<file path="config.mk">
export PLATFORM = sky130hd
export DESIGN_NAME = gnt_arbiter
export DESIGN_NICKNAME = d
export VERILOG_FILES = /design/src/rtl/gnt_arbiter_pkg.sv /design/src/rtl/gnt_arbiter_rr_pick.sv /design/src/rtl/gnt_arbiter.sv
export SDC_FILE = /design/constraint.sdc
export NUM_CORES = 1
export LEC_CHECK = 0
export CORE_AREA = 2 2 39 41
export DETAILED_ROUTE_END_ITERATION = 6
export DIE_AREA = 0 0 41 43
export GPL_ROUTABILITY_DRIVEN = 0
export PLACE_DENSITY = 0.63
export SLEW_MARGIN = 15
export SYNTH_ARGS = -nofsm -noshare
export SYNTH_HDL_FRONTEND = slang
export SYNTH_SLANG_ARGS = --single-unit
</file>
<file path="constraint.sdc">
create_clock -name clk -period 1.3 [get_ports clk]
set_input_delay 0.13 -clock clk [delete_from_list [all_inputs] [get_ports clk]]
set_output_delay 0.13 -clock clk [all_outputs]
set_load 0.01 [all_outputs]
</file>
<file path="src/rtl/gnt_arbiter_pkg.sv">
// Shared types and constants for the round-robin grant arbiter.
//   state_e         : arbiter FSM states
//   N_DEFAULT       : default requester count
//   MAX_HOLD_DEFAULT: default hold limit (timeout build only)
//   hcnt_width()    : width of the hold counter for a given MAX_HOLD
package gnt_arbiter_pkg;

    localparam int unsigned N_DEFAULT        = 4;
    localparam int unsigned MAX_HOLD_DEFAULT = 8;

    typedef enum logic [1:0] {
        ST_IDLE     = 2'd0,
        ST_GRANT    = 2'd1,
        ST_COOLDOWN = 2'd2
    } state_e;

    // Hold counter must be able to represent MAX_HOLD itself.
    function automatic int unsigned hcnt_width(input int unsigned max_hold);
        return $clog2(max_hold + 1);
    endfunction

endpackage

</file>
<file path="src/rtl/gnt_arbiter_rr_pick.sv">
// Combinational round-robin picker.
//   req   : request vector
//   ptr   : index of the previous winner; search starts at ptr+1 and wraps
//   win   : index of the first requester found
//   valid : at least one request is set
module rr_pick #(
    parameter int unsigned N  = 4,
    parameter int unsigned PW = 2
) (
    input  logic [N-1:0]  req,
    input  logic [PW-1:0] ptr,
    output logic [PW-1:0] win,
    output logic          valid
);

    int unsigned idx;

    // First set bit at or after ptr+1, modulo N.
    always_comb begin
        win   = '0;
        valid = 1'b0;
        idx   = 0;
        for (int unsigned k = 1; k <= N; k++) begin
            idx = (32'(ptr) + k) % N;
            if (!valid && req[PW'(idx)]) begin
                valid = 1'b1;
                win   = PW'(idx);
            end
        end
    end

endmodule

</file>
<file path="src/rtl/gnt_arbiter.sv">
// Round-robin request/grant arbiter with one-hot grant and new-grant pulse.
// Optional hold timeout enabled by defining GNT_ARBITER_TIMEOUT_EN.
//   clk   : clock
//   rst_n : asynchronous active-low reset
//   req   : per-requester request level
//   gnt   : one-hot or zero grant, registered owner masked by live req
//   en    : registered one-cycle pulse on the first cycle of each grant
//   ok    : registered health flag, low for one cycle after a timeout revoke
module gnt_arbiter
    import gnt_arbiter_pkg::*;
#(
    parameter int unsigned N        = N_DEFAULT,
    parameter int unsigned MAX_HOLD = MAX_HOLD_DEFAULT
) (
    input  logic         clk,
    input  logic         rst_n,
    input  logic [N-1:0] req,
    output logic [N-1:0] gnt,
    output logic         en,
    output logic         ok
);

    localparam int unsigned PW = $clog2(N);

    if (N < 2 || N > 16 || MAX_HOLD < 2) begin : g_param_check
        $error("gnt_arbiter: N must be 2..16 and MAX_HOLD at least 2");
    end

    state_e        state_q, state_d;
    logic [PW-1:0] own_q, own_d;
    logic [PW-1:0] ptr_q, ptr_d;
    logic          en_d, ok_d;
    logic          load;
    logic          timeout;
    logic [PW-1:0] win;
    logic          win_vld;

    // Single picker shared by IDLE and COOLDOWN.
    rr_pick #(.N(N), .PW(PW)) u_pick (
        .req   (req),
        .ptr   (ptr_q),
        .win   (win),
        .valid (win_vld)
    );

`ifdef GNT_ARBITER_TIMEOUT_EN
    localparam int unsigned HW = hcnt_width(MAX_HOLD);

    logic [HW-1:0] hcnt_q, hcnt_d;

    assign timeout = (hcnt_q == HW'(MAX_HOLD));

    // Hold counter: 1 on a new grant, saturating count while held.
    always_comb begin
        hcnt_d = hcnt_q;
        if (load) begin
            hcnt_d = HW'(1);
        end else if (state_q == ST_GRANT && !timeout) begin
            hcnt_d = hcnt_q + HW'(1);
        end
    end

    always_ff @(posedge clk or negedge rst_n) begin
        if (!rst_n) begin
            hcnt_q <= '0;
        end else begin
            hcnt_q <= hcnt_d;
        end
    end
`else
    assign timeout = 1'b0;
`endif

    // State and output registers.
    always_ff @(posedge clk or negedge rst_n) begin
        if (!rst_n) begin
            state_q <= ST_IDLE;
            own_q   <= '0;
            ptr_q   <= PW'(N - 1);
            en      <= 1'b0;
            ok      <= 1'b1;
        end else begin
            state_q <= state_d;
            own_q   <= own_d;
            ptr_q   <= ptr_d;
            en      <= en_d;
            ok      <= ok_d;
        end
    end

    // Next-state logic.
    always_comb begin
        state_d = state_q;
        own_d   = own_q;
        ptr_d   = ptr_q;
        en_d    = 1'b0;
        ok_d    = 1'b1;
        load    = 1'b0;
        unique case (state_q)
            ST_IDLE, ST_COOLDOWN: begin
                state_d = ST_IDLE;
                if (win_vld) begin
                    state_d = ST_GRANT;
                    own_d   = win;
                    ptr_d   = win;
                    en_d    = 1'b1;
                    load    = 1'b1;
                end
            end
            ST_GRANT: begin
                if (!req[own_q]) begin
                    state_d = ST_COOLDOWN;
                end else if (timeout) begin
                    state_d = ST_COOLDOWN;
                    ok_d    = 1'b0;
                end
            end
            default: begin
                state_d = ST_IDLE;
            end
        endcase
    end

    // Live req mask drops the grant in the same cycle the owner releases.
    assign gnt = (state_q == ST_GRANT) ? ((N'(1) << own_q) & req) : '0;

endmodule

</file>
==> flow_summary_export.csv <==
group,metric,value,unit
outcome,outcome,"finished, violations left",
outcome,violations,"negative setup slack",
worst_setup_path,required,1.17,ns
logic_synthesis,async_reset_ff_share,100,%
route,routed_wl,1.20,mm
global_routing,grtUsageTotal,16.4,%
timing,skew,0.00565,ns
die,row_count,14,
global_routing,grt_antenna_before_repair,0,
route,dr.first_iter.drc_count,1,
route,dr.pass1.iters,2,
timing,period_share,104,%
placement,place_inst,82,
timing,rsz0062_at_grt,"true",
clock_network,clk_latency,0.26,ns
logic_synthesis,ys.flop_type,"dfrtp_1",
logic_synthesis,synthTopCellsByArea,"dfrtp_1 (27%), dfstp_2 (11%), mux4_1 (5.6%), nand2_1 (4.8%), nor3b_1 (4.8%)",
final_layout,fillers,135,
worst_setup_path,path_max_fanout,4,
clock_network,cts.clk_slew.worst_paths,0.06,ns
route,ant_nets,0,
logic_synthesis,yosysTopAreaCell,"dfrtp_1",
timing,max_freq,737,MHz
logic_synthesis,yosys_register_bits,7,
die,dieArea,1760,µm²
die,io_pins,12,
route,wl_per_cell,13.2,µm
pwr,finalPower,1620,µW
placement,io_buffer_count,10,
global_routing,grt-ovfl-total,0,
final_layout,diodes,0,
clock_network,htreeDepth,1,
route,via_count,460,
timing,min_period,1.36,ns
global_routing,grt_pass1_vias,464,
final_layout,area_growth,60.5,%
clock_network,numClockSinks,7,
logic_synthesis,synth_common_cells,"nand2_1 (6), dfrtp_1 (5)",
worst_setup_path,cp-start-kind,"flop",
pwr,ir_worst_vdd,0.677,mV
pwr,p_leak,0.000332,µW
worst_setup_path,r2r_slack,-0.03,ns
min_path,hp-class,"primary input to async pin",
clock_network,cts_buffers,3,
placement,dp_hpwl,790,µm
clock_network,cts_tree,"done",
placement,pre_cts_slack,-0.319,ns
die,die_h,43,µm
worst_setup_path,cp.arrival,1.23,ns
worst_setup_path,criticalPathCategory,"flop to output port",
logic_synthesis,synth.avg_cell_area,9.78,µm²
route,via_per_inst,5.05,
logic_synthesis,synth_nets,54,
die,die_x,41,µm
die,core_area,1380,µm²
final_layout,final_nets,82,
logic_synthesis,yosysMostFrequentCell,"nand2_1",
timing,layout_setup_ws,-0.0573,ns
route,drcViolationCount,0,
clock_network,cts_max_path_buffers,2,
job,drv_cap,0,
timing,tns,-0.0883,ns
global_routing,grt_pass1_wl,1.95,mm
logic_synthesis,synth_cells,48,
timing,setup_viol,2,
logic_synthesis,synth-seq-area-share,37.9,%
pwr,powerDensity,2150,nW/µm²
logic_synthesis,yosysWarnings,0,
timing,drv_slew,0,
final_layout,drive_above_1_share,50.7,%
logic_synthesis,yosysTopAreaCellShare,26.7,%
logic_synthesis,synth_edf_count,0,
logic_synthesis,netlist_area,469,µm²
final_layout,layout.cells.non_filler,91,
die,initial_core_util,33.9,%
clock_network,clockRootBuffer,"clkbuf_4",
worst_setup_path,crit_path_end_kind,"output port",
clock_network,cts_hold_buf,0,
logic_synthesis,synth.distinct_cells,26,
global_routing,grt_max_degree,10,
timing,finalHoldViolCount,0,
-- final cells by class --
| class | instances | area, µm² | area share (%) |
|---|---|---|---|
| multi-input combinational | 39 | 323 | 42.9 |
| timing repair buffer | 25 | 205 | 27.2 |
| sequential | 7 | 179 | 23.8 |
| clock buffer | 4 | 26.3 | 3.49 |
| tap | 16 | 20.0 | 2.66 |
-- critical path, cell delays in order (launching register included) --
cell      delay (ns)
dfrtp_1         0.40
nand2b_4        0.18
nor4b_4         0.22
buf_2           0.17
-- per-layer routing --
| layer | global-route usage [%] | up-vias | routed length (µm) |
|---|---|---|---|
| met5 | 0 | - | 0 |
| met4 | 10.0 | 0 | 21 |
| met3 | 1.57 | 2 | 33 |
| met2 | 26.3 | 9 | 651 |
| met1 | 19.7 | 218 | 493 |
| li1 | - | 231 | - |
-- where the power goes --
group / leakage (µW) / internal, µW / total (µW) / switching [µW]
logic: 0.000238 / 545 / 938 / 393
clock network: 0.0000150 / 118 / 211 / 92.8
registers: 0.0000796 / 353 / 470 / 117
total: 0.000332 / 1020 / 1620 / 603
-- worst paths after layout --
kind,from,end,depth (start not counted)
setup / recovery,state_q[1],gnt[0],3
hold / removal,rst_n,state_q[1],1
setup reg to reg,own_q[1],state_q[0],3
hold reg to reg,ptr_q[0],ptr_q[0],1
max in group asynchronous,rst_n,ptr_q[0],1
min in group clk,req[1],ptr_q[1],4
-- through the flow --
step                area (µm²)  hold slack (ns)  utilization [%]
floorplan                  469           -0.166                -
global placement           646            0.399             46.7
detailed placement         646            0.410             46.7
CTS                        706            0.130             51.0
global route               753            0.148             54.4
finish                     753            0.128             54.4
-- kinds of logic (layout without fill, tap and decap cells) --
| kind of cell | after synthesis | after routing | share of synthesized area (%) |
|---|---|---|---|
| buf+inv | 2 | 29 | 4.00 |
| simple gates | 26 | 26 | 36.5 |
| compound gates | 10 | 10 | 13.1 |
| mux | 2 | 2 | 7.73 |
| flops | 7 | 7 | 37.9 |
| other cells | 1 | 1 | 0.799 |
-- what timing repair did --
item | 4_1_cts | 5_1_grt
pin swaps | 2 | 3
endpoints found under the hold margin | 0 | 0
setup endpoints to repair | 7 | 10
buffers inserted | 2 | 3
gates resized for setup | 29 | 5
gates cloned | 0 | 0
-- state kept, by name, summed over array words and instances, names as in the netlist --
signal,count
own_q,2
en,1
state_q,2
ptr_q,2
-- layout by cell type, fill, tap and decap left out --
cell type	instances
nand3_1	2
o311ai_2	1
dfrtp_2	1
clkbuf_4	3
and3b_2	1
nor4b_4	1
buf_4	11
nor2_1	2
or2_2	1
a21o_1	1
nor2_4	1
nor3b_1	3
nor3_2	2
nor4_4	1
nor2b_2	1
mux4_2	1
buf_2	4
nand2_1	6
dfstp_2	2
dlygate4sd2_1	2
buf_6	4
clkdlybuf4s50_1	4
o21ai_0	3
clkbuf_1	1
o21a_1	2
mux2i_1	1
and4_1	1
nor3_1	1
conb_1	1
nand2b_4	2
a21oi_1	2
dfrtp_1	4
a21oi_2	1
or3b_1	1
Power figures use the tool's default switching activity.
